==> config.mk <==
export PLATFORM = sky130hd
export DESIGN_NAME = logical_fu_sched_flat
export DESIGN_NICKNAME = d
export VERILOG_FILES = /design/src/rtl/logical_fu_sched_if.sv /design/src/rtl/logical_fu_sched.sv /design/src/flat_wrapper.sv
export SDC_FILE = /design/constraint.sdc
export NUM_CORES = 1
export LEC_CHECK = 0
export BUFFER_PORTS_ARGS = -buffer_cell sky130_fd_sc_hd__buf_4
export CAP_MARGIN = 20
export CORE_UTILIZATION = 30
export CTS_BUF_LIST = sky130_fd_sc_hd__clkbuf_8
export DETAILED_ROUTE_END_ITERATION = 6
export SYNTH_ARGS = -nofsm -noshare
export SYNTH_HDL_FRONTEND = slang
export SYNTH_SLANG_ARGS = --single-unit
==> constraint.sdc <==
create_clock -name clk -period 6.9 [get_ports clk]
set_clock_uncertainty 0.2 [all_clocks]
set_input_delay 1.38 -clock clk [delete_from_list [all_inputs] [get_ports clk]]
set_output_delay 1.38 -clock clk [all_outputs]
set_load 0.05 [all_outputs]
==> src/rtl/logical_fu_sched_if.sv <==
// rtl/logical_fu_sched_if.sv - dispatch, CDB snoop, FU and write-back bundle for the logical FU scheduler
interface logical_fu_sched_if #(
    parameter int XLEN  = 32,
    parameter int TAG_W = 6
);
    logic             disp_valid;
    logic             disp_ready;
    logic [2:0]       disp_op;
    logic [TAG_W-1:0] disp_dst_tag;
    logic             disp_src1_rdy;
    logic             disp_src2_rdy;
    logic [TAG_W-1:0] disp_src1_tag;
    logic [TAG_W-1:0] disp_src2_tag;
    logic [XLEN-1:0]  disp_src1_val;
    logic [XLEN-1:0]  disp_src2_val;
    logic             cdb_valid;
    logic [TAG_W-1:0] cdb_tag;
    logic [XLEN-1:0]  cdb_data;
    logic             fu_valid;
    logic [2:0]       fu_op;
    logic [XLEN-1:0]  fu_rs1;
    logic [XLEN-1:0]  fu_rs2;
    logic [XLEN-1:0]  fu_result;
    logic             wb_valid;
    logic [TAG_W-1:0] wb_tag;
    logic [XLEN-1:0]  wb_data;

    modport master (
        output disp_valid, disp_op, disp_dst_tag, disp_src1_rdy, disp_src2_rdy,
        output disp_src1_tag, disp_src2_tag, disp_src1_val, disp_src2_val,
        output cdb_valid, cdb_tag, cdb_data, fu_result,
        input  disp_ready, fu_valid, fu_op, fu_rs1, fu_rs2, wb_valid, wb_tag, wb_data
    );

    modport slave (
        input  disp_valid, disp_op, disp_dst_tag, disp_src1_rdy, disp_src2_rdy,
        input  disp_src1_tag, disp_src2_tag, disp_src1_val, disp_src2_val,
        input  cdb_valid, cdb_tag, cdb_data, fu_result,
        output disp_ready, fu_valid, fu_op, fu_rs1, fu_rs2, wb_valid, wb_tag, wb_data
    );
endinterface

==> src/rtl/logical_fu_sched.sv <==
// rtl/logical_fu_sched.sv - reservation station with oldest-first select for the logical FU
module logical_fu_sched #(
    parameter int XLEN    = 32,
    parameter int TAG_W   = 6,
    parameter int ENTRIES = 4
) (
    input  logic clk,
    input  logic rst,
    input  logic flush,
    logical_fu_sched_if.slave bus
);
    localparam int AW = (ENTRIES > 1) ? $clog2(ENTRIES) : 1;

    logic [ENTRIES-1:0] r_valid;
    logic [ENTRIES-1:0] r_rdy1;
    logic [ENTRIES-1:0] r_rdy2;
    logic [2:0]         r_op   [ENTRIES];
    logic [TAG_W-1:0]   r_dst  [ENTRIES];
    logic [TAG_W-1:0]   r_tag1 [ENTRIES];
    logic [TAG_W-1:0]   r_tag2 [ENTRIES];
    logic [XLEN-1:0]    r_val1 [ENTRIES];
    logic [XLEN-1:0]    r_val2 [ENTRIES];
    // Rank 0 is the oldest valid entry; ranks stay dense 0..count-1
    logic [AW-1:0]      r_age  [ENTRIES];
    logic               r_wb_valid;
    logic [TAG_W-1:0]   r_wb_tag;

    logic               w_free_found;
    logic [AW-1:0]      w_free_idx;
    logic [AW:0]        w_count;
    logic [AW:0]        w_count_after;
    logic               w_sel_found;
    logic [AW-1:0]      w_sel_idx;
    logic [AW-1:0]      w_sel_age;
    logic               w_issue;
    logic               w_disp;
    logic               w_d1_hit;
    logic               w_d2_hit;

    // Lowest-index free slot and occupancy, both from start-of-cycle state
    always_comb begin
        w_free_found = 1'b0;
        w_free_idx   = '0;
        w_count      = '0;
        for (int i = ENTRIES - 1; i >= 0; i--) begin
            if (!r_valid[i]) begin
                w_free_found = 1'b1;
                w_free_idx   = AW'(i);
            end
        end
        for (int i = 0; i < ENTRIES; i++) begin
            w_count = w_count + (AW+1)'(r_valid[i]);
        end
    end

    // Oldest entry whose operands were both ready at the start of the cycle
    always_comb begin
        w_sel_found = 1'b0;
        w_sel_idx   = '0;
        w_sel_age   = '0;
        for (int i = 0; i < ENTRIES; i++) begin
            if (r_valid[i] && r_rdy1[i] && r_rdy2[i] && (!w_sel_found || r_age[i] < w_sel_age)) begin
                w_sel_found = 1'b1;
                w_sel_idx   = AW'(i);
                w_sel_age   = r_age[i];
            end
        end
    end

    assign w_issue       = w_sel_found && !flush;
    assign w_disp        = bus.disp_valid && w_free_found && !flush;
    assign w_count_after = w_count - (AW+1)'(w_issue);
    assign w_d1_hit      = bus.cdb_valid && (bus.cdb_tag == bus.disp_src1_tag);
    assign w_d2_hit      = bus.cdb_valid && (bus.cdb_tag == bus.disp_src2_tag);

    assign bus.disp_ready = w_free_found;
    assign bus.fu_valid   = w_issue;
    assign bus.fu_op      = w_issue ? r_op[w_sel_idx]   : 3'b000;
    assign bus.fu_rs1     = w_issue ? r_val1[w_sel_idx] : '0;
    assign bus.fu_rs2     = w_issue ? r_val2[w_sel_idx] : '0;
    assign bus.wb_valid   = r_wb_valid;
    assign bus.wb_tag     = r_wb_tag;
    assign bus.wb_data    = r_wb_valid ? bus.fu_result : '0;

    // Entry state: CDB wakeup, issue with age compaction, and dispatch in one edge
    always_ff @(posedge clk or negedge rst) begin
        if (!rst) begin
            r_valid <= '0;
            r_rdy1  <= '0;
            r_rdy2  <= '0;
            for (int i = 0; i < ENTRIES; i++) begin
                r_op[i]   <= '0;
                r_dst[i]  <= '0;
                r_tag1[i] <= '0;
                r_tag2[i] <= '0;
                r_val1[i] <= '0;
                r_val2[i] <= '0;
                r_age[i]  <= '0;
            end
        end else if (flush) begin
            r_valid <= '0;
        end else begin
            for (int i = 0; i < ENTRIES; i++) begin
                if (r_valid[i] && bus.cdb_valid) begin
                    if (!r_rdy1[i] && r_tag1[i] == bus.cdb_tag) begin
                        r_rdy1[i] <= 1'b1;
                        r_val1[i] <= bus.cdb_data;
                    end
                    if (!r_rdy2[i] && r_tag2[i] == bus.cdb_tag) begin
                        r_rdy2[i] <= 1'b1;
                        r_val2[i] <= bus.cdb_data;
                    end
                end
                if (w_issue && r_valid[i] && r_age[i] > w_sel_age) begin
                    r_age[i] <= r_age[i] - AW'(1);
                end
            end
            if (w_issue) begin
                r_valid[w_sel_idx] <= 1'b0;
            end
            // New entry is always youngest; rank counts survivors of this edge
            if (w_disp) begin
                r_valid[w_free_idx] <= 1'b1;
                r_op[w_free_idx]    <= bus.disp_op;
                r_dst[w_free_idx]   <= bus.disp_dst_tag;
                r_tag1[w_free_idx]  <= bus.disp_src1_tag;
                r_tag2[w_free_idx]  <= bus.disp_src2_tag;
                r_rdy1[w_free_idx]  <= bus.disp_src1_rdy || w_d1_hit;
                r_rdy2[w_free_idx]  <= bus.disp_src2_rdy || w_d2_hit;
                r_val1[w_free_idx]  <= bus.disp_src1_rdy ? bus.disp_src1_val :
                                       (w_d1_hit ? bus.cdb_data : '0);
                r_val2[w_free_idx]  <= bus.disp_src2_rdy ? bus.disp_src2_val :
                                       (w_d2_hit ? bus.cdb_data : '0);
                r_age[w_free_idx]   <= w_count_after[AW-1:0];
            end
        end
    end

    // In-flight flag and tag for the fixed one-cycle write-back
    always_ff @(posedge clk or negedge rst) begin
        if (!rst) begin
            r_wb_valid <= 1'b0;
            r_wb_tag   <= '0;
        end else begin
            r_wb_valid <= w_issue;
            r_wb_tag   <= w_issue ? r_dst[w_sel_idx] : '0;
        end
    end
endmodule

==> src/flat_wrapper.sv <==
// flat-port wrapper written by rule: the top's interface ports become plain ports
module logical_fu_sched_flat 
#(
    parameter int XLEN    = 32,
    parameter int TAG_W   = 6,
    parameter int ENTRIES = 4
)
  (clk, rst, flush, bus_disp_valid, bus_disp_op, bus_disp_dst_tag, bus_disp_src1_rdy, bus_disp_src2_rdy, bus_disp_src1_tag, bus_disp_src2_tag, bus_disp_src1_val, bus_disp_src2_val, bus_cdb_valid, bus_cdb_tag, bus_cdb_data, bus_fu_result, bus_disp_ready, bus_fu_valid, bus_fu_op, bus_fu_rs1, bus_fu_rs2, bus_wb_valid, bus_wb_tag, bus_wb_data);
  logical_fu_sched_if #(.XLEN(XLEN), .TAG_W(TAG_W)) bus_i ();
  input  logic clk;
  input  logic rst;
  input  logic flush;
  input wire logic [$bits(bus_i.disp_valid)-1:0] bus_disp_valid;
  input wire logic [$bits(bus_i.disp_op)-1:0] bus_disp_op;
  input wire logic [$bits(bus_i.disp_dst_tag)-1:0] bus_disp_dst_tag;
  input wire logic [$bits(bus_i.disp_src1_rdy)-1:0] bus_disp_src1_rdy;
  input wire logic [$bits(bus_i.disp_src2_rdy)-1:0] bus_disp_src2_rdy;
  input wire logic [$bits(bus_i.disp_src1_tag)-1:0] bus_disp_src1_tag;
  input wire logic [$bits(bus_i.disp_src2_tag)-1:0] bus_disp_src2_tag;
  input wire logic [$bits(bus_i.disp_src1_val)-1:0] bus_disp_src1_val;
  input wire logic [$bits(bus_i.disp_src2_val)-1:0] bus_disp_src2_val;
  input wire logic [$bits(bus_i.cdb_valid)-1:0] bus_cdb_valid;
  input wire logic [$bits(bus_i.cdb_tag)-1:0] bus_cdb_tag;
  input wire logic [$bits(bus_i.cdb_data)-1:0] bus_cdb_data;
  input wire logic [$bits(bus_i.fu_result)-1:0] bus_fu_result;
  output wire logic [$bits(bus_i.disp_ready)-1:0] bus_disp_ready;
  output wire logic [$bits(bus_i.fu_valid)-1:0] bus_fu_valid;
  output wire logic [$bits(bus_i.fu_op)-1:0] bus_fu_op;
  output wire logic [$bits(bus_i.fu_rs1)-1:0] bus_fu_rs1;
  output wire logic [$bits(bus_i.fu_rs2)-1:0] bus_fu_rs2;
  output wire logic [$bits(bus_i.wb_valid)-1:0] bus_wb_valid;
  output wire logic [$bits(bus_i.wb_tag)-1:0] bus_wb_tag;
  output wire logic [$bits(bus_i.wb_data)-1:0] bus_wb_data;
  assign bus_i.disp_valid = bus_disp_valid;
  assign bus_i.disp_op = bus_disp_op;
  assign bus_i.disp_dst_tag = bus_disp_dst_tag;
  assign bus_i.disp_src1_rdy = bus_disp_src1_rdy;
  assign bus_i.disp_src2_rdy = bus_disp_src2_rdy;
  assign bus_i.disp_src1_tag = bus_disp_src1_tag;
  assign bus_i.disp_src2_tag = bus_disp_src2_tag;
  assign bus_i.disp_src1_val = bus_disp_src1_val;
  assign bus_i.disp_src2_val = bus_disp_src2_val;
  assign bus_i.cdb_valid = bus_cdb_valid;
  assign bus_i.cdb_tag = bus_cdb_tag;
  assign bus_i.cdb_data = bus_cdb_data;
  assign bus_i.fu_result = bus_fu_result;
  assign bus_disp_ready = bus_i.disp_ready;
  assign bus_fu_valid = bus_i.fu_valid;
  assign bus_fu_op = bus_i.fu_op;
  assign bus_fu_rs1 = bus_i.fu_rs1;
  assign bus_fu_rs2 = bus_i.fu_rs2;
  assign bus_wb_valid = bus_i.wb_valid;
  assign bus_wb_tag = bus_i.wb_tag;
  assign bus_wb_data = bus_i.wb_data;
  logical_fu_sched #(.XLEN(XLEN), .TAG_W(TAG_W), .ENTRIES(ENTRIES)) u_core (.clk(clk), .rst(rst), .flush(flush), .bus(bus_i));
endmodule
After elaboration in Yosys (flattened, before gate mapping)
Cells that the tools add are included.
{"block": "classes", "n_mul": 0, "mux": 126, "n_shift": 0, "n_reduce_logical": 57, "n_eq_ne": 10, "bitwise_logic": 6, "div": 0, "n_addsub": 8, "magnitude_cmp": 14}
{"cell": "$mux W32", "n": 36}
{"cell": "$bwmux W128", "n": 2}
{"cell": "$mux W128", "n": 2}
{"cell": "$bmux W32 S2", "n": 2}
{"cell": "$bwmux W24", "n": 3}
{"cell": "$demux W32 S2", "n": 1}
{"cell": "$eq A6 B6 Y1", "n": 10}
{"cell": "$logic_and A1 B1 Y1", "n": 39}
{"cell": "$mux W2", "n": 19}
{"cell": "$mux W1", "n": 35}
{"cell": "$mux W4", "n": 6}
{"cell": "$mux W6", "n": 4}
{"cell": "$bmux W6 S2", "n": 1}
{"cell": "$bwmux W12", "n": 1}
{"cell": "$demux W6 S2", "n": 1}
{"cell": "$logic_not A1 Y1", "n": 12}
{"cell": "$mux W3", "n": 4}
{"cell": "$bwmux W4", "n": 2}
{"cell": "$bwmux W8", "n": 1}
{"cell": "$gt A2 B2 Y1", "n": 4}
{"cell": "$mux W8", "n": 1}
{"cell": "$sub A2 B1 Y2 const B", "n": 4}
{"cell": "$bmux W3 S2", "n": 1}
{"cell": "$demux W3 S2", "n": 1}
{"cell": "17 further kinds", "n": 29}
{"block": "word_totals", "ram_bits": 0, "inputBits": 162, "latchBits": 0, "elab_cells": 254, "output_inout_bits": 108, "ff_bits": 367, "mem_count": 0, "rom_bits": 0}

Depth between registers and ports, before layout
Gate-level depths: netlist of the first run.
{"block": "logic_depth", "ltp_word": 26, "depth_mapped": 31, "depth_no_buf": 27}

Least setup slack after synthesis of the first run
OpenSTA, ideal clock, no wires.
{"block": "synth_timing", "path_type": "register to output", "start": "register u_core.r_valid[0]", "end": "output port bus_fu_op[0]", "stages_incl_launch_ff": 27, "required_time_ns": 5.320, "t_arrival_ns": 4.732, "slack_ns": 0.588, "path_buffers": 6, "cell_sequence": "dfrtp_1 > buf_4 > and3_1 > buf_4 > nand2_1 > ha_1 > a21oi_1 > a21oi_1 > a31oi_1 > ha_1 > nor2_1 > a21oi_1 > o22ai_1 > buf_2 > clkbuf_1 > nand2_1 > o21ai_1 > inv_1 > ha_1 > nor2_1 > a31oi_1 > nor2_1 > a21oi_2 > and2_1 > buf_2 > buf_2 > a22o_1"}
{"block": "synth_between", "elab_chain_len": 20, "elab_cells_between_ends": 30, "classes_between": "order compare (3); mux (14); bitwise (1); reduce/logical (12)"}
{"item": "from (decl)", "line": "logical_fu_sched.sv:14", "source": "logic [ENTRIES-1:0] r_valid;"}
{"item": "from (signal assigned)", "line": "logical_fu_sched.sv:88", "source": "r_valid <= '0;"}
{"item": "from (signal assigned)", "line": "logical_fu_sched.sv:101", "source": "r_valid <= '0;"}
{"item": "from (signal, indexed assignment)", "line": "logical_fu_sched.sv:119", "source": "r_valid[w_sel_idx] <= 1'b0;"}
{"item": "$logic_and A1 B1 Y1 (*) (2 in a row)", "line": "logical_fu_sched.sv:62", "source": "if (r_valid[i] && r_rdy1[i] && r_rdy2[i] && (!w_sel_found || r_age[i] < w_sel_age)) begin"}
{"item": "$mux W2 / $mux W1 (equally long branches)", "line": "logical_fu_sched.sv:62"}
{"item": "$lt A2 B2 Y1 / $logic_not A1 Y1 (equally long branches)", "line": "logical_fu_sched.sv:62"}
{"item": "$logic_or A1 B1 Y1", "line": "logical_fu_sched.sv:62"}
{"item": "$logic_and A1 B1 Y1", "line": "logical_fu_sched.sv:62"}
{"item": "$mux W2 / $mux W1 (equally long branches)", "line": "logical_fu_sched.sv:62"}
{"item": "$lt A2 B2 Y1 / $logic_not A1 Y1 (equally long branches)", "line": "logical_fu_sched.sv:62"}
{"item": "$logic_or A1 B1 Y1", "line": "logical_fu_sched.sv:62"}
{"item": "[... 2 more ...]"}
{"item": "$lt A2 B2 Y1 / $logic_not A1 Y1 (equally long branches)", "line": "logical_fu_sched.sv:62"}
{"item": "$logic_or A1 B1 Y1", "line": "logical_fu_sched.sv:62"}
{"item": "$logic_and A1 B1 Y1", "line": "logical_fu_sched.sv:62"}
{"item": "$mux W2", "line": "logical_fu_sched.sv:62"}
{"item": "$not A2 Y3 (implied by the code)", "line": "logical_fu_sched.sv:78", "source": "assign bus.fu_op = w_issue ? r_op[w_sel_idx] : 3'b000;"}
{"item": "$bmux W3 S2", "line": "logical_fu_sched.sv:78"}
{"item": "$mux W3 (implied by the code) (2 in a row)", "line": "logical_fu_sched.sv:78"}
{"item": "$mux W3 (*)", "line": "logical_fu_sched.sv:78"}
{"item": "to (decl)", "line": "flat_wrapper.sv:28", "source": "output wire logic [$bits(bus_i.fu_op)-1:0] bus_fu_op;"}
Every way passes the cells marked *; elsewhere a longest branch is shown, timed or not. The select of a mux whose other input is x is not followed.

Final worst setup path of the first run
{"block": "layout_timing", "start": "register u_core.r_rdy2[0]", "end": "output port bus_fu_rs2[2]"}
{"block": "layout_between", "elab_chain_len": 19, "elab_cells_between_ends": 29, "classes_between": "order compare (3); mux (14); bitwise (1); reduce/logical (11)"}
{"item": "from (decl)", "line": "logical_fu_sched.sv:16", "source": "logic [ENTRIES-1:0] r_rdy2;"}
{"item": "from (signal, indexed assignment)", "line": "logical_fu_sched.sv:129", "source": "r_rdy2[w_free_idx] <= bus.disp_src2_rdy || w_d2_hit;"}
{"item": "$logic_and A1 B1 Y1 (*)", "line": "logical_fu_sched.sv:62"}
{"item": "$mux W2 / $mux W1 (equally long branches)", "line": "logical_fu_sched.sv:62"}
{"item": "$lt A2 B2 Y1 / $logic_not A1 Y1 (equally long branches)", "line": "logical_fu_sched.sv:62"}
{"item": "$logic_or A1 B1 Y1", "line": "logical_fu_sched.sv:62"}
{"item": "$logic_and A1 B1 Y1", "line": "logical_fu_sched.sv:62"}
{"item": "$mux W2 / $mux W1 (equally long branches)", "line": "logical_fu_sched.sv:62"}
{"item": "$lt A2 B2 Y1 / $logic_not A1 Y1 (equally long branches)", "line": "logical_fu_sched.sv:62"}
{"item": "$logic_or A1 B1 Y1", "line": "logical_fu_sched.sv:62"}
{"item": "[... 2 more ...]"}
{"item": "$lt A2 B2 Y1 / $logic_not A1 Y1 (equally long branches)", "line": "logical_fu_sched.sv:62"}
{"item": "$logic_or A1 B1 Y1", "line": "logical_fu_sched.sv:62"}
{"item": "$logic_and A1 B1 Y1", "line": "logical_fu_sched.sv:62"}
{"item": "$mux W2", "line": "logical_fu_sched.sv:62"}
{"item": "$not A2 Y3 (implied by the code)", "line": "logical_fu_sched.sv:80", "source": "assign bus.fu_rs2 = w_issue ? r_val2[w_sel_idx] : '0;"}
{"item": "$bmux W32 S2", "line": "logical_fu_sched.sv:80"}
{"item": "$mux W32 (implied by the code) (2 in a row)", "line": "logical_fu_sched.sv:80"}
{"item": "$mux W32 (*)", "line": "logical_fu_sched.sv:80"}
{"item": "to (decl)", "line": "flat_wrapper.sv:30", "source": "output wire logic [$bits(bus_i.fu_rs2)-1:0] bus_fu_rs2;"}
Marked as above.

==> results of run 1 <==
-- where the power goes --
| part | internal [mW] | leakage (nW) | switching, mW |
|---|---|---|---|
| sequential | 2.56 | 4.64 | 0.253 |
| combinational | 0.574 | 5.71 | 0.651 |
| clock | 1.23 | 0.814 | 0.991 |
| total | 4.37 | 11.2 | 1.89 |
-- cells in the mapped netlist, drive strengths merged (16+ instances only) --
master	count	share of area [%]
a22o	73	3.2
nand2	153	2.9
a21oi	56	1.5
xnor2	26	1.1
a2bb2oi	217	9.6
nor2	121	2.3
xor2	38	1.7
mux2i	139	7.0
and2	34	1.1
buf	117	2.8
mux2	63	3.6
clkbuf	112	2.1
o22ai	260	8.2
o21ai	94	2.4
dfrtp	367	46
inv	16	0.30
-- layout make-up --
type | count | area, um^2 | area share [%]
multi-input cells | 1372 | 9820 | 40.9
flip-flops and latches | 367 | 9180 | 38.2
repair buffers | 317 | 2480 | 10.3
clock buffers | 82 | 1130 | 4.70
well taps | 855 | 1070 | 4.45
clock inverters | 38 | 284 | 1.18
inverters | 16 | 67.6 | 0.281
-- state kept, by name (all words and copies together) (netlist names), 6 cells and up --
name	cells
u_core.bus.wb_tag	6
u_core.r_age	8
u_core.r_dst	24
u_core.r_op	12
u_core.r_tag1	24
u_core.r_tag2	24
u_core.r_val1	128
u_core.r_val2	128
-- cells by family after synthesis --
logic type	Yosys count	synth area share, %
mux	202	10.6
compound gates	729	26.2
fa+ha+maj	15	0.982
buf+inv	245	5.24
simple gates	361	7.94
xor+xnor	64	2.82
flops	367	46.2
-- through the flow --
step                      hold WS (ps)  instance area (um^2)
final                              279                 24000
after global routing               295                 24000
after CTS                          283                 24000
after detailed placement           265                 22500
after global placement             259                 22500
after floorplan                    246                 19900
-- how the worst min path moves through the flow --
stage,start,endpoint,slack (ps),cells past startpoint
2_1_floorplan,u_core.r_dst[0]$_DFFE_PN0P_,u_core.r_dst[0]$_DFFE_PN0P_,250,2
3_3_place_gp,u_core.r_dst[5]$_DFFE_PN0P_,u_core.r_dst[5]$_DFFE_PN0P_,260,2
3_5_place_dp,u_core.r_dst[4]$_DFFE_PN0P_,u_core.r_dst[4]$_DFFE_PN0P_,260,2
4_1_cts,u_core.r_op[2]$_DFFE_PN0P_,u_core.r_op[2]$_DFFE_PN0P_,280,2
5_1_grt,u_core.r_dst[0]$_DFFE_PN0P_,u_core.r_dst[0]$_DFFE_PN0P_,290,2
6_report,u_core.r_op[2]$_DFFE_PN0P_,u_core.r_op[2]$_DFFE_PN0P_,280,2
-- worst max-delay path, cell delays in order (launching register included) --
cell and delay [ps]:
dfrtp_1 400, and3_2 270, nand2_1 90, ha_1 310
a21oi_2 230, a21oi_1 100, a31oi_1 230, ha_1 280
nor2_1 110, a21oi_2 60, o22ai_4 190, nand2_1 70
o21ai_1 140, inv_1 70, ha_1 240, a2111oi_4 390
a21oi_4 140, nor3_4 230, buf_4 180, buf_4 260
a22o_1 200, buf_4 200
-- routing by layer --
layer	track usage (%)	part of all wire, %
met1	28.4	43
met3	4.00	6.6
met4	7.14	2.4
met5	0	0
met2	36.4	48
-- timing repair --
item | 4_1_cts | 5_1_grt
setup buffers | 4 | 2
resized for setup | 2 | 4
pin swaps | 2 | 1
endpoints found under the setup margin | 67 | 67
cloned | 1 | 1
==> metrics.md, run 1 <==
| Metric | Value |
|---|---|
| Critical path capture point type | output port |
| Distinct cells, synth | 53 |
| Fin util | a little under two fifths |
| First-pass detailed-route iteration total | 5 |
| Setup slack after layout | 242 ps |
| Hold-fix buffer count after cts | 0 |
| Required @ worst endpoint | between 5000 and 6000 ps |
| Top_reg_cell synth | dfrtp_1 |
| Die Span Y | between 200 and 300 um |
| Number of rows in the core area | 93 |
| Pwr Density | 261 mW/mm^2 |
| Die area | 0.0673 mm^2 |
| Avg Cell Area, Syn | 10.0 um^2 |
| Source-to-sink clock delay at the later pin of the worst-skew pair | ~670 ps |
| Post-synthesis instance area | 0.0199 mm^2 |
| Final worst-path cycle share | a little under 100% |
| First DRT Iteration DRCs | 1431 |
| Routed via count | 17500 |
| Final Hold Fails | 0 |
| Reg2reg end | u_core.r_age[5]$_DFFE_PN0N_ |
| Highest clock rate | 0.150 GHz |
| Actual slew at the worst max-slew pin | approximately 1100 ps |
| Headroom to the max-slew limit | 27.6% |
| Number of antenna violations at the first check in global routing | 1 |
| Cell chosen for the clock root | clkbuf_8 |
| End point of the critical path | bus_fu_rs2[2] |
| Post-detailed-route via-to-cell ratio | 5.75 |
| Number of nets still failing antenna checks after routing | 0 |
| Count of flip-flops with a built-in enable after synthesis | 0 |
| Outcome | finished clean |
| Non-filler instance count after layout | 3047 |
| Area of the core region | ~0.065 mm^2 |
| First-pass GRT wire length | 113 mm |
| Share of flip-flops with an asynchronous set or reset after synthesis | 100% |
| Most used cells in the layout excluding fill and tap cells | dfrtp_1 (367), buf_4 (309), o22ai_1 (259) |
| Area growth from synthesis to layout | 21.0% |
| Clock buffers created by TritonCTS | 70 |
| Largest net degree at the start of global routing | ~170 |
| Number of antenna cells inserted | 0 |
| Max-slew violation count | 0 |
| Fraction of final layout cells with drive strength greater than 1 | 22.3% |
| Pwr Total | 6.27 mW |
| Pre-CTS WS | 394 ps |
| Final min period | 6660 ps |
| Flop-to-flop setup slack | 990 ps |
| Count of final setup violators | 0 |
| Depth of the worst register-to-register path | 26 |
| H-tree Lvls | 3 |
| Number of register bits inferred by synthesis | 367 |
| Count of synthesis-stage warnings from yosys | 0 |
| Setup TNS | 0 ps |
| Gr ovfl total | 0 |
| Final wirelength | 75.1 mm |
| Instance count after placement with tap cells included | 2919 |
| Total routing resource utilization after global routing | between 20% and 30% |
| Clock Path Buffers | 3 |
| Static leakage power | 11.2 nW |
| Boundary pin count | 270 |
| Origin of the worst setup path | u_core.r_rdy2[0]$_DFFE_PN0N_ |
| Clock tree sinks | 367 |
| Drt wl/cell | 24.6 um |
| HPWL after detailed placement | 45.2 mm |
| Crit start category | flip-flop |
| Final layout net count | 2321 |
| Reg clk slew, reported paths | ~60 ps |
| Number of standard cells after synthesis | 1983 |
| Startpoint of the worst-slack reg-to-reg timing path | u_core.r_rdy2[0]$_DFFE_PN0N_ |
| RePlAce Congestion | 0.846 |
| Max Fanout on Critical Path | 19 |
| Most common cell after layout, fill and taps aside | dfrtp_1 |
| # port buffers | 269 |
| Sequential cell area fraction in the yosys report | 46.2% |
| Horizontal die dimension | 259 um |
| Data arrival time of the critical path | around 5100 ps |
| Hold/Removal Path Class | reg -> reg |
| Maximum resistive drop on vdd | ~0.00013 V |
| DRC violation count after routing | 0 |
| Vias in the first global route | 18000 |
| MaxCap Viol Count | 0 |
| Path type of the worst setup path | reg -> out |
| Count of filler cells inserted in the layout | between 6000 and 7000 |
| Initial standard-cell utilization of the core | 30.6% |
| Clock tree from TritonCTS | yes |
| Total nets after synthesis | 2160 |
(Power assumes the default switching activity.)
==> run 2, diff against run 1 <==
--- a/config.mk
+++ b/config.mk
@@ -10,6 +10,7 @@
 export CORE_UTILIZATION = 30
 export CTS_BUF_LIST = sky130_fd_sc_hd__clkbuf_8
 export DETAILED_ROUTE_END_ITERATION = 6
+export PLACE_DENSITY = 0.52
 export SYNTH_ARGS = -nofsm -noshare
 export SYNTH_HDL_FRONTEND = slang
 export SYNTH_SLANG_ARGS = --single-unit
==> metrics.md, run 2 (synthesis gave the netlist of run 1 again) <==
| Metric | Value |
|---|---|
| Reg clk slew, reported paths | 60 ps (about the same) |
| Pwr Total | 6.36 mW (+1.5%) |
| Area growth from synthesis to layout | 21.4% |
| Clock tree from TritonCTS | yes |
| Clock Path Buffers | 3 (unchanged) |
| HPWL after detailed placement | 46.1 mm (+2.0%) |
| Setup TNS | 0 ps (unchanged) |
| MaxCap Viol Count | 0 (unchanged) |
| Maximum resistive drop on vdd | 0.000183 V (+40%) |
| Cell chosen for the clock root | clkbuf_8 |
| Total routing resource utilization after global routing | 22.5% (+0.66 points) |
| Largest net degree at the start of global routing | 146 (-15%) |
| Vias in the first global route | 18300 (+1.6%) |
| Final Hold Fails | 0 (unchanged) |
| GRT busiest layer | met2 |
| Count of final setup violators | 0 (unchanged) |
| Instance count after placement with tap cells included | 2920 (+0.034%) |
| Fraction of met2 tracks used by global routing | 36.6% (+0.21 points) |
| Gr ovfl total | 0 (unchanged) |
| Number of antenna violations at the first check in global routing | 1 (unchanged) |
| Static leakage power | 11.2 nW (+0.35%) |
| Die Span Y | 259 um (unchanged) |
| Highest clock rate | 0.150 GHz (+0.19%) |
| Final min period | 6650 ps (-12.6 ps) |
| Max Fanout on Critical Path | 13 (-6) |
| First-pass GRT wire length | 115 mm (+2.3%) |
| First-pass detailed-route iteration total | 5 (unchanged) |
| Boundary pin count | 270 (unchanged) |
| Non-filler instance count after layout | 3056 (+0.30%) |
| Area of the core region | 0.0649 mm^2 (unchanged) |
| Final worst-path cycle share | 96.3% (-0.18 points) |
| Routed via count | 17400 (-0.42%) |
| Cell depth of the worst hold path | 2 (unchanged) |
| H-tree Lvls | 3 (unchanged) |
| Fraction of final layout cells with drive strength greater than 1 | 22.7% (+0.35 points) |
| Actual slew at the worst max-slew pin | 1170 ps (+80.0 ps) |
| Pwr Density | 264 mW/mm^2 (+1.1%) |
| # port buffers | 269 (unchanged) |
| Crit start category | flip-flop |
| Largest registers | u_core.r_val1: 128 flops, u_core.r_val2: 128 flops |
| RePlAce Congestion | 0.835 (-1.3%) |
| Number of nets still failing antenna checks after routing | 0 (unchanged) |
| Unrepaired setup endpoints after global routing | false |
| Most used cells in the layout excluding fill and tap cells | dfrtp_1 (367), buf_4 (308), o22ai_1 (259) |
| Path type of the worst setup path | reg -> out |
| Die area | 0.0673 mm^2 (unchanged) |
| Depth of the worst register-to-register path | 24 (-7.7%) |
| Hold-fix buffer count after cts | 0 (unchanged) |
| Source-to-sink clock delay at the later pin of the worst-skew pair | 650 ps (-20 ps) |
| Critical path capture point type | output port |
| Post-detailed-route via-to-cell ratio | 5.70 (-0.71%) |
| Hold/Removal Path Class | reg -> reg |
| Required @ worst endpoint | 5320 ps (about the same) |
| Met3 global-route usage | 3.69% (-0.31 points) |
| Data arrival time of the critical path | 5070 ps (about the same) |
| Final layout net count | 2322 (+0.043%) |
| First DRT Iteration DRCs | 1229 (-14%) |
| Final wirelength | 77.0 mm (+2.6%) |
| DRC violation count after routing | 0 (unchanged) |
| Drt wl/cell | 25.2 um (+2.3%) |
| Clock buffers created by TritonCTS | 73 (+4.3%) |
| Outcome | finished clean |
| Initial standard-cell utilization of the core | 30.6% (unchanged) |
| Max-slew violation count | 0 (unchanged) |
| Number of rows in the core area | 93 (unchanged) |
| Most common cell after layout, fill and taps aside | dfrtp_1 |
| Horizontal die dimension | 259 um (unchanged) |
| Headroom to the max-slew limit | 22.3% (-5.3 points) |
| Clock tree sinks | 367 (unchanged) |
| Global Route met1 Usage | 30.1% (+1.8 points) |
[run 2: cell count changes in the layout (fill, tap and decap cells not counted), sizes merged]
cell,change
and2,-1
buf,-1
bufinv,-3
clkbuf,+18
clkinv,+2
clkinvlp,-1
diode,+3
inv,-8
[run 2: critical path, cell delays in order (launching register included)]
cell and delay [ps]:
dfrtp_1 410, and3_2 270, nand2_1 100, ha_1 310
a21oi_2 230, a21oi_1 100, a31oi_1 240, ha_1 290
nor2_1 120, a21oi_2 70, o22ai_4 200, nand2_1 70
o21ai_1 120, inv_1 70, ha_1 290, nor2_1 50
a31oi_1 130, nor2_1 90, a21oi_4 290, and2_4 280
buf_4 250, a22o_1 200, buf_4 210
[run 2: stage by stage]
stage / hold WS (ps) / worst slack (ps) / area (um^2) / utilization, %
global placement: 258 / 671 / 22500 / 34.6
global route: 306 / 12.7 / 24100 / 37.1
floorplan: 246 / 588 / 19900 / -
CTS: 282 / -3.98 / 24000 / 37.0
detailed placement: 268 / 542 / 22500 / 34.6
finish: 283 / 255 / 24100 / 37.1
[run 2: timing repair]
item	in CTS	in global routing
setup endpoints to repair	67	67
setup buffers	2	2
pin swaps	1	2
gates resized for setup	4	7
cloned	0	1
[run 2: final cells by class]
class | count | area [um^2]
Clock inverter | 28 | 144
Tap cell | 855 | 1070
Timing Repair Buffer | 316 | 2460
Inverter | 16 | 67.6
Multi-Input combinational cell | 1371 | 9810
Antenna cell | 3 | 7.51
Fill cell | 6484 | 40800
Sequential cell | 367 | 9180
Clock buffer | 100 | 1380
[run 2: final timing paths]
check / startpoint / endpoint / slack (ps)
max: u_core.r_rdy1[0]$_DFFE_PN0N_ / bus_fu_rs1[2] / 250
min: u_core.r_op[1]$_DFFE_PN0P_ / u_core.r_op[1]$_DFFE_PN0P_ / 280
max reg2reg: u_core.r_rdy1[0]$_DFFE_PN0N_ / u_core.r_age[5]$_DFFE_PN0N_ / 1270
min reg2reg: u_core.r_op[1]$_DFFE_PN0P_ / u_core.r_op[1]$_DFFE_PN0P_ / 280
max in group asynchronous: rst / u_core.r_val1[89]$_DFFE_PN0N_ / 4410
min in group asynchronous: rst / u_core.r_val2[41]$_DFFE_PN0N_ / 560
[run 2: per-layer routing]
| metal | routed length (um) | up-vias |
|---|---|---|
| met4 | 2090 | 0 |
| met1 | 34400 | 8907 |
| met2 | 36400 | 621 |
| li1 | - | 7775 |
| met3 | 4060 | 131 |
| met5 | 0 | - |
[run 2: power by group]
part	leakage (nW)	switching, mW	internal (mW)
Sequential	4.64	0.258	2.56
Clock	0.868	0.995	1.32
Combinational	5.70	0.652	0.571
Total	11.2	1.90	4.45
==> run 3, diff against run 2 <==
--- a/config.mk
+++ b/config.mk
@@ -7,10 +7,10 @@
 export LEC_CHECK = 0
 export BUFFER_PORTS_ARGS = -buffer_cell sky130_fd_sc_hd__buf_4
 export CAP_MARGIN = 20
-export CORE_UTILIZATION = 30
+export CORE_UTILIZATION = 60
 export CTS_BUF_LIST = sky130_fd_sc_hd__clkbuf_8
 export DETAILED_ROUTE_END_ITERATION = 6
-export PLACE_DENSITY = 0.52
+export PLACE_DENSITY = 0.88
 export SYNTH_ARGS = -nofsm -noshare
 export SYNTH_HDL_FRONTEND = slang
 export SYNTH_SLANG_ARGS = --single-unit
==> metrics.md, run 3 (synthesis gave the netlist of run 1 again) <==
| Metric | Value |
|---|---|
| Outcome | finished clean |
| Fraction of final layout cells with drive strength greater than 1 | 21.4% (-1.2 points) |
| Slowest Stage Delay on Critical Path | 470 ps (+60 ps) |
| First DRT Iteration DRCs | 2350 (+91%) |
| MaxCap Viol Count | 0 (unchanged) |
| Final worst-path cycle share | 95.3% (-1.1 points) |
| Clock Path Buffers | 3 (unchanged) |
| Final wirelength | 65.3 mm (-15%) |
| # port buffers | 269 (unchanged) |
| Max-slew violation count | 0 (unchanged) |
| Actual slew at the worst max-slew pin | 1090 ps (-73.6 ps) |
| CP bufs+invs | 4 (+1) |
| Horizontal die dimension | 184 um (-29%) |
| Finished layout cell area | 0.0233 mm^2 (-3.5%) |
| Source-to-sink clock delay at the later pin of the worst-skew pair | 620 ps (-30 ps) |
| Instance count after placement with tap cells included | 2501 (-14%) |
| HPWL after detailed placement | 38.4 mm (-17%) |
| Clock buffers created by TritonCTS | 60 (-18%) |
| Number of antenna cells inserted | 0 (-3) |
| Cell chosen for the clock root | clkbuf_8 |
| Die Span Y | 184 um (-29%) |
| Pwr Density | 254 mW/mm^2 (-3.6%) |
| H-tree Lvls | 2 (-1) |
| Setup TNS | 0 ps (unchanged) |
| Non-filler instance count after layout | 2612 (-15%) |
| Largest net degree at the start of global routing | 168 (+15%) |
| Vias in the first global route | 18300 (+0.11%) |
| Data arrival time of the critical path | 4990 ps (-80 ps) |
| Boundary pin count | 270 (unchanged) |
| DRC violation count after routing | 0 (unchanged) |
| Most used cells in the layout excluding fill and tap cells | dfrtp_1 (366), buf_4 (303), o22ai_1 (259) |
| Headroom to the max-slew limit | 27.2% (+4.9 points) |
| Required @ worst endpoint | 5320 ps (about the same) |
| Maximum resistive drop on vdd | 0.000197 V (+7.7%) |
| Count of final setup violators | 0 (unchanged) |
| Family of cells with the greatest summed delay on the critical path | compound AO/OA/AOI/OAI gates |
| Number of rows in the core area | 66 (-29%) |
| Final Hold Fails | 0 (unchanged) |
| Initial standard-cell utilization of the core | 61.1% (+30 points) |
| Reg clk slew, reported paths | 70 ps (about the same) |
| Routed via count | 18100 (+4.0%) |
| Post-detailed-route via-to-cell ratio | 6.94 (+22%) |
| Largest registers | u_core.r_val1: 128 flops, u_core.r_val2: 128 flops |
| Final min period | 6570 ps (-72.6 ps) |
| Max Fanout on Critical Path | 29 (+16) |
| First-pass detailed-route iteration total | 6 (+1) |
| Crit-path slowest cell | dfrtp_2 |
| Highest clock rate | 0.152 GHz (+1.1%) |
| Number of antenna violations at the first check in global routing | 0 (-1) |
| Gr ovfl total | 0 (unchanged) |
| Clock tree from TritonCTS | yes |
| Die area | 0.0338 mm^2 (-50%) |
| Hold/Removal Path Class | reg -> reg |
| Drt wl/cell | 25.0 um (-0.75%) |
| Clock tree sinks | 367 (unchanged) |
| Unrepaired setup endpoints after global routing | false |
| Total routing resource utilization after global routing | 38.2% (+16 points) |
| Area of the core region | 0.0325 mm^2 (-50%) |
| Placed cell areas | 0.0220 mm^2 (-2.3%) |
| Crit start category | flip-flop |
| RePlAce Congestion | 0.881 (+5.5%) |
| Static leakage power | 11.0 nW (-1.7%) |
| First-pass GRT wire length | 101 mm (-12%) |
| Path type of the worst setup path | reg -> out |
| Final layout net count | 2306 (-0.69%) |
| Count of filler cells inserted in the layout | 2332 (-64%) |
| Critical path capture point type | output port |
| Number of nets still failing antenna checks after routing | 0 (unchanged) |
| Most common cell after layout, fill and taps aside | dfrtp_1 |
| Area growth from synthesis to layout | 17.1% |
| List of cells traversed by the critical path | and3_2 -> nand2_1 -> ha_1 -> a21oi_2 -> a21oi_1 -> a31oi_2 -> ha_1 -> nor2_1 -> a21oi_2 -> o22ai_4 -> nand2_1 -> o21ai_1 -> inv_1 -> ha_1 -> nor2_1 -> a31oi_1 -> nor2_1 -> a21oi_4 -> nor3_4 -> buf_4 -> clkbuf_16 -> a22o_1 -> buf_4 |
[run 3: worst min-delay path, stage by stage (launching register included)]
cell and delay, ps:
dfrtp_1 350, nand2_1 50, nand2_1 60
[run 3: path summary, 6_finish.rpt]
check | endpoint | slack [ps] | start | cells after the start
min | u_core.r_dst[1]$_DFFE_PN0P_ | 290 | u_core.r_dst[1]$_DFFE_PN0P_ | 2
min reg2reg | u_core.r_dst[1]$_DFFE_PN0P_ | 290 | u_core.r_dst[1]$_DFFE_PN0P_ | 2
max in group asynchronous | u_core.r_val1[3]$_DFFE_PN0N_ | 4340 | rst | 2
max | bus_fu_rs1[9] | 330 | u_core.r_valid[0]$_DFF_PN0_ | 23
max reg2reg | u_core.r_age[5]$_DFFE_PN0N_ | 1060 | u_core.r_valid[0]$_DFF_PN0_ | 25
min in group asynchronous | u_core.r_val1[56]$_DFFE_PN0N_ | 630 | rst | 1
[run 3: power by group]
part | total, mW | internal (mW) | switching (mW)
clock | 1.85 | 0.967 | 0.885
sequential | 2.84 | 2.56 | 0.278
combinational | 1.22 | 0.572 | 0.649
total | 5.91 | 4.10 | 1.81
[run 3: what timing repair did]
action | 4_1_cts | 5_1_grt
endpoints found under the setup margin | 22 | 67
hold buffers | 0 | 0
gates resized for setup | 1 | 7
setup buffers | 0 | 5
gates cloned | 0 | 1
pin swaps | 0 | 1
[run 3: area by class of cell]
class                   instances  area [um^2]  share of cell area, %
repair buffers                313         2490                   10.7
well taps                     442          553                   2.38
clock buffers                  75         1030                   4.44
clock inverters                28          115                  0.495
inverters                      16         65.1                  0.280
flip-flops and latches        367         9190                   39.5
multi-input cells            1371         9820                   42.2
[run 3: per-layer routing]
layer / vias up / wire length, um / global-route usage [%]
met4: 0 / 2600 / 18.4
li1: 7715 / - / -
met3: 229 / 6940 / 8.74
met2: 1268 / 30400 / 60.6
met5: - / 0 / 0
met1: 8922 / 25400 / 49.6
[run 3: per-stage QoR]
step	hold WS (ps)	utilization (%)	setup slack [ps]	power, mW
global placement	258	67.5	741	3.96
global route	316	71.5	54.3	6.14
finish	291	71.5	328	5.91
detailed placement	265	67.6	621	4.04
floorplan	246	-	588	3.61
CTS	286	71.1	5.86	5.87
